<file path="src/rtl/ifu_inst_queue.sv">
`timescale 1ns/1ps
`default_nettype none
// ============================================================================
// Module      : ifu_inst_queue
// Description : Dual-lane fetch-to-decode instruction queue (circular buffer).
//               Optional same-cycle forwarding on an empty queue: IQ_BYPASS_EN.
// Revision    : 1.0 - initial release
// ============================================================================
module ifu_inst_queue #(
    parameter int              DEPTH = 8,
    parameter int              DW    = 32,
    parameter int              AW    = 32,
    parameter logic [DW-1:0]   NOP   = 32'h0000_0013
) (
    input  logic                     clk,
    input  logic                     rst_n,
    input  logic                     flush_i,
    input  logic                     push1_valid_i,
    input  logic [DW-1:0]            push1_inst_i,
    input  logic [AW-1:0]            push1_addr_i,
    input  logic                     push1_pred_i,
    input  logic                     push2_valid_i,
    input  logic [DW-1:0]            push2_inst_i,
    input  logic [AW-1:0]            push2_addr_i,
    input  logic                     push2_pred_i,
    output logic                     push_ready_o,
    input  logic                     stall1_i,
    input  logic                     stall2_i,
    output logic [DW-1:0]            inst1_o,
    output logic [AW-1:0]            inst1_addr_o,
    output logic                     inst1_pred_o,
    output logic                     inst1_valid_o,
    output logic [DW-1:0]            inst2_o,
    output logic [AW-1:0]            inst2_addr_o,
    output logic                     inst2_pred_o,
    output logic                     inst2_valid_o,
    output logic [$clog2(DEPTH):0]   count_o
);

    localparam int c_PTR_W = $clog2(DEPTH);
    localparam int c_CNT_W = c_PTR_W + 1;

    logic [DW-1:0]      r_inst_mem [DEPTH];
    logic [AW-1:0]      r_addr_mem [DEPTH];
    logic               r_pred_mem [DEPTH];
    logic [c_PTR_W-1:0] r_rd_ptr;
    logic [c_PTR_W-1:0] r_wr_ptr;
    logic [c_CNT_W-1:0] r_count;

    logic               w_push_ready;
    logic               w_push1;
    logic               w_push2;
    logic [1:0]         w_push_n;
    logic [1:0]         w_pop_n;
    logic [1:0]         w_skip;
    logic [1:0]         w_wr_n;
    logic [1:0]         w_rd_adv;
    logic               w_bypass;
    logic               w_v1;
    logic               w_v2;
    logic [DW-1:0]      w_inst1;
    logic [AW-1:0]      w_addr1;
    logic               w_pred1;
    logic [DW-1:0]      w_inst2;
    logic [AW-1:0]      w_addr2;
    logic               w_pred2;
    logic [DW-1:0]      w_wr_inst;
    logic [AW-1:0]      w_wr_addr;
    logic               w_wr_pred;
    logic [c_PTR_W-1:0] w_rd_ptr1;
    logic [c_PTR_W-1:0] w_wr_ptr1;

`ifdef IQ_BYPASS_EN
    assign w_bypass = (r_count == '0) & ~flush_i;
`else
    assign w_bypass = 1'b0;
`endif

    assign w_rd_ptr1 = r_rd_ptr + c_PTR_W'(1);
    assign w_wr_ptr1 = r_wr_ptr + c_PTR_W'(1);

    always_comb begin
        w_push_ready = (r_count <= c_CNT_W'(DEPTH - 2));
        w_push1      = push1_valid_i & w_push_ready & ~flush_i;
        w_push2      = w_push1 & push2_valid_i;
        w_push_n     = {1'b0, w_push1} + {1'b0, w_push2};

        // On an empty queue with forwarding, the push lanes stand in for head/head+1
        if (w_bypass) begin
            w_v1    = w_push1;
            w_v2    = w_push2;
            w_inst1 = push1_inst_i;
            w_addr1 = push1_addr_i;
            w_pred1 = push1_pred_i;
            w_inst2 = push2_inst_i;
            w_addr2 = push2_addr_i;
            w_pred2 = push2_pred_i;
        end else begin
            w_v1    = (r_count != '0) & ~flush_i;
            w_v2    = (r_count >= c_CNT_W'(2)) & ~flush_i;
            w_inst1 = r_inst_mem[r_rd_ptr];
            w_addr1 = r_addr_mem[r_rd_ptr];
            w_pred1 = r_pred_mem[r_rd_ptr];
            w_inst2 = r_inst_mem[w_rd_ptr1];
            w_addr2 = r_addr_mem[w_rd_ptr1];
            w_pred2 = r_pred_mem[w_rd_ptr1];
        end

        w_pop_n  = (flush_i | stall1_i) ? 2'd0
                 : ({1'b0, w_v1} + {1'b0, w_v2 & ~stall2_i});
        // Forwarded entries consumed this cycle never touch storage
        w_skip   = w_bypass ? w_pop_n : 2'd0;
        w_wr_n   = w_push_n - w_skip;
        w_rd_adv = w_pop_n - w_skip;

        w_wr_inst = (w_skip == 2'd0) ? push1_inst_i : push2_inst_i;
        w_wr_addr = (w_skip == 2'd0) ? push1_addr_i : push2_addr_i;
        w_wr_pred = (w_skip == 2'd0) ? push1_pred_i : push2_pred_i;
    end

    assign push_ready_o  = w_push_ready;
    assign count_o       = r_count;
    assign inst1_valid_o = w_v1;
    assign inst1_o       = w_v1 ? w_inst1 : NOP;
    assign inst1_addr_o  = w_v1 ? w_addr1 : '0;
    assign inst1_pred_o  = w_v1 & w_pred1;
    assign inst2_valid_o = w_v2;
    assign inst2_o       = w_v2 ? w_inst2 : NOP;
    assign inst2_addr_o  = w_v2 ? w_addr2 : '0;
    assign inst2_pred_o  = w_v2 & w_pred2;

    always_ff @(posedge clk) begin
        if (w_wr_n != 2'd0) begin
            r_inst_mem[r_wr_ptr] <= w_wr_inst;
            r_addr_mem[r_wr_ptr] <= w_wr_addr;
            r_pred_mem[r_wr_ptr] <= w_wr_pred;
        end
        if (w_wr_n == 2'd2) begin
            r_inst_mem[w_wr_ptr1] <= push2_inst_i;
            r_addr_mem[w_wr_ptr1] <= push2_addr_i;
            r_pred_mem[w_wr_ptr1] <= push2_pred_i;
        end
    end

    always_ff @(posedge clk or negedge rst_n) begin
        if (!rst_n) begin
            r_rd_ptr <= '0;
            r_wr_ptr <= '0;
            r_count  <= '0;
        end else if (flush_i) begin
            r_rd_ptr <= '0;
            r_wr_ptr <= '0;
            r_count  <= '0;
        end else begin
            r_rd_ptr <= r_rd_ptr + c_PTR_W'(w_rd_adv);
            r_wr_ptr <= r_wr_ptr + c_PTR_W'(w_wr_n);
            r_count  <= r_count + c_CNT_W'(w_push_n) - c_CNT_W'(w_pop_n);
        end
    end

`ifndef SYNTHESIS
    always_ff @(posedge clk) begin
        if (rst_n) begin
            assert (!(push1_valid_i && !w_push_ready && !flush_i))
                else $error("push while queue not ready");
            assert (!(push2_valid_i && !push1_valid_i))
                else $error("lane-2 push without lane-1 push");
        end
    end
`endif

endmodule
`default_nettype wire

</file>
<file path="config.mk">
export PLATFORM = sky130hd
export DESIGN_NAME = ifu_inst_queue
export DESIGN_NICKNAME = d
export VERILOG_FILES = /design/src/rtl/ifu_inst_queue.sv
export SDC_FILE = /design/constraint.sdc
export NUM_CORES = 1
export LEC_CHECK = 0
export BUFFER_PORTS_ARGS = -buffer_cell sky130_fd_sc_hd__buf_2
export CAP_MARGIN = 0
export CORE_MARGIN = 2
export CORE_UTILIZATION = 37
export DETAILED_ROUTE_END_ITERATION = 16
export HOLD_SLACK_MARGIN = 0.02
export SETUP_SLACK_MARGIN = 0.3
export SYNTH_ARGS = -nofsm -noshare
export SYNTH_HDL_FRONTEND = slang
export SYNTH_SLANG_ARGS = --single-unit
</file>
<file path="constraint.sdc">
create_clock -name clk -period 9.3 [get_ports clk]
set_clock_uncertainty 0.05 [all_clocks]
set_input_delay 1.86 -clock clk [delete_from_list [all_inputs] [get_ports clk]]
set_output_delay 1.86 -clock clk [all_outputs]
set_load 0.05 [all_outputs]
</file>
==> impl_metrics.yaml <==
sta:
  fin_crit_ns: 6.62
  final_hold_viol_count: 0
  relSlewSlack_pct: 22.5
  worst_slew_pin_slew_ns: 1.16
  setup_ws_ns: 2.68
  setup_viol: 0
  fmax_mhz: 151
  setup_tns_ns: 0
  maxSlewViolCount: 0
  finalCritPeriodShare_pct: 71.2
  rsz0062_at_grt: "no"
grt:
  grt_start_max_net_pins: 203
  grt_pass1_wl_mm: 151
  grt-ovfl-total: 0
  antenna_found_initial: 21
  grt_pass1_vias: 23112
  grt_usage_pct: 23.7
floorplan:
  placementRows: 106
  io_pins: 274
  initial_utilization_pct: 37.2
  die_h_um: 293
  core_um2: 83300
  die_area_um2: 86000
  dieWidth_um: 293
cells_and_area:
  mostFrequentLayoutCell: "nand2_1"
  area_growth_pct: 14.1
  fin_area_um2: 35300
  mostFrequentLayoutCells: "nand2_1 (633), edfxtp_1 (520), mux2_2 (508)"
  drive_gt1_share_pct: 39.0
  fin_util_pct: 42.4
  final-instance-count-excl-fill: 3840
  layout.nets: 2852
critical_path:
  worst-path-max-fanout: 36
  critPathLaunch: "r_rd_ptr[0]$_DFF_PN0_"
  crit_arrival_ns: 4.71
  crit_path_max_incr_delay_ns: 1.00
  crit_slowest_cell: "ha_1"
  cp_cell_sequence: "ha_1 > nand3b_4 > buf_4 > a21oi_1 > or4_1 > buf_2"
  path_delay_family: "simple AND/OR/NAND/NOR gates"
  cp-end-kind: "output port"
  worstReg2RegStart: "count_o[3]$_DFF_PN0_"
  crit_type: "register to output port"
  path_buf_inv: 2
  required_ns: 7.39
  cp-start-kind: "register"
synthesis:
  syn_area_per_cell_um2: 12.3
  netlist_area_um2: 30900
  synthArstFlopShare_pct: 1.89
  ys_seq_elements: 530
  ys.flop_type: "edfxtp_1"
  ys_warn_count: 0
  synth_edf_count: 520
  syn_inst: 2515
  ys_types: 38
  synth-seq-area-share_pct: 51.3
  syn_nets: 2667
clocking:
  worstSkewPairLatency_ns: 0.61
  tritoncts: "built"
  cts.sinks: 530
  ctsHoldBuffers: 0
  cts_root_buffer: "clkbuf_16"
  clk_pin_slew_worst_paths_ns: 0.06
  ctsLongestPathBuffers: 3
  post_cts_resized: 0
  cts_setup_buffers: 0
  cts_buffers: 66
  htreeDepth: 3
worst_hold_path:
  worstHoldPathType: "register to register"
  min_from: "count_o[0]$_DFF_PN0_"
drt:
  vias_per_cell: 5.96
  drtIter0Drc: 2290
  ant_nets: 0
  firstDrtPassIters: 6
  wl_per_cell_um: 27.2
  routed_wl_mm: 104
  drc: 0
  num_vias: 22877
placement:
  dp_cells: 3712
  placed_area_um2: 33300
  gp_congestion: 0.800
  post-place-ws_ns: 2.92
  io_buffers: 273
  hpwlAfterDp_mm: 56.0
pwr:
  power_leakage_nw: 12.6
  powerDensity_nw_per_um2: 200
  peakVddDrop_mv: 0.201
outcome:
  status: "completed"
run:
  drv_cap: 0
[registers in the layout, summed over array words and instances (netlist names)]
name and cells:
r_rd_ptr 3, count_o 4, r_wr_ptr 3, r_addr_mem 256, r_pred_mem 8, r_inst_mem 256
[routing by layer]
metal | vias to the layer above | GRT usage, % | wire [um]
met5 | - | 0 | 115
met4 | 18 | 9.23 | 2970
met3 | 214 | 3.43 | 8280
met2 | 1155 | 39.2 | 50700
met1 | 11673 | 31.6 | 42400
li1 | 9817 | - | -
[report_power, final]
part / switching (mW) / leakage [nW] / internal, mW
registers: 0.0582 / 4.83 / 2.72
clock network: 1.03 / 0.992 / 1.42
logic: 1.33 / 6.76 / 0.506
total: 2.42 / 12.6 / 4.64
[cell usage after synthesis, types with 2 or more instances]
library cell | number | area [um^2]
mux2_2 | 508 | 5720
o2bb2ai_1 | 2 | 17.5
and3b_1 | 2 | 17.5
xnor2_1 | 5 | 43.8
mux4_2 | 133 | 3000
edfxtp_1 | 520 | 15600
buf_6 | 10 | 113
inv_1 | 15 | 56.3
buf_1 | 15 | 56.3
dfrtp_1 | 10 | 250
a21oi_1 | 317 | 1590
a31oi_1 | 9 | 56.3
nand2b_1 | 2 | 12.5
a211oi_1 | 2 | 15.0
clkbuf_1 | 68 | 255
buf_2 | 88 | 440
mux2_1 | 12 | 135
buf_4 | 14 | 105
fa_1 | 4 | 80.1
nand3_1 | 13 | 65.1
or4_1 | 62 | 465
nor3_1 | 4 | 20.0
nand3b_1 | 2 | 15.0
nand2_1 | 633 | 2380
and3_1 | 4 | 25.0
nor2b_1 | 7 | 43.8
nor3b_1 | 4 | 30.0
ha_1 | 11 | 138
xor2_1 | 3 | 26.3
nor2_1 | 28 | 105
[kinds of logic (layout without fill, tap and decap cells)]
logic type | count (synthesis) | count (layout) | share of synthesized area (%)
buffers and inverters | 210 | 441 | 3.32
flip-flops | 530 | 530 | 51.3
AO/OA/AOI/OAI | 331 | 331 | 5.44
adder cells (fa/ha/maj) | 15 | 15 | 0.703
multiplexers | 654 | 654 | 28.6
other | 0 | 14 | 0
XOR/XNOR | 8 | 8 | 0.226
AND/OR/NAND/NOR | 767 | 767 | 10.4
[worst reg2reg max path, cell delays in order, from the launching register on]
cell      delay (ns)
dfrtp_1         0.38
inv_1           0.08
ha_1            0.18
nand2_1         0.09
mux2i_2         0.82
nand3b_1        0.90
nor2_4          0.82
buf_4           0.59
buf_4           0.67
[metrics by stage]
step                      power, mW  hold WS [ns]
after floorplan                4.07         0.558
final                          7.06         0.736
after global routing           7.28         0.786
after CTS                      7.10         0.744
after global placement         4.63         0.682
after detailed placement       4.65         0.733
[layout make-up]
type / instances / area [um^2]
Antenna cell: 14 / 35.0
Clock buffer: 77 / 1740
Clock inverter: 37 / 288
Fill cell: 7787 / 48000
Inverter: 15 / 57.6
Multi-Input combinational cell: 1775 / 14300
Sequential cell: 530 / 15900
Tap cell: 1080 / 1350
Timing Repair Buffer: 312 / 1710
[final timing paths]
kind / to / cells after the start / slack (ns)
setup / recovery: inst2_o[24] / 6 / 2.68
setup reg to reg: r_addr_mem[4][5]$_DFFE_PP_ / 8 / 4.31
max in group asynchronous: r_rd_ptr[1]$_DFF_PN0_ / 1 / 7.90
hold / removal: count_o[0]$_DFF_PN0_ / 2 / 0.74
hold reg to reg: count_o[0]$_DFF_PN0_ / 2 / 0.74
min in group asynchronous: r_wr_ptr[2]$_DFF_PN0_ / 1 / 1.06
Power figures use the tool's default switching activity.
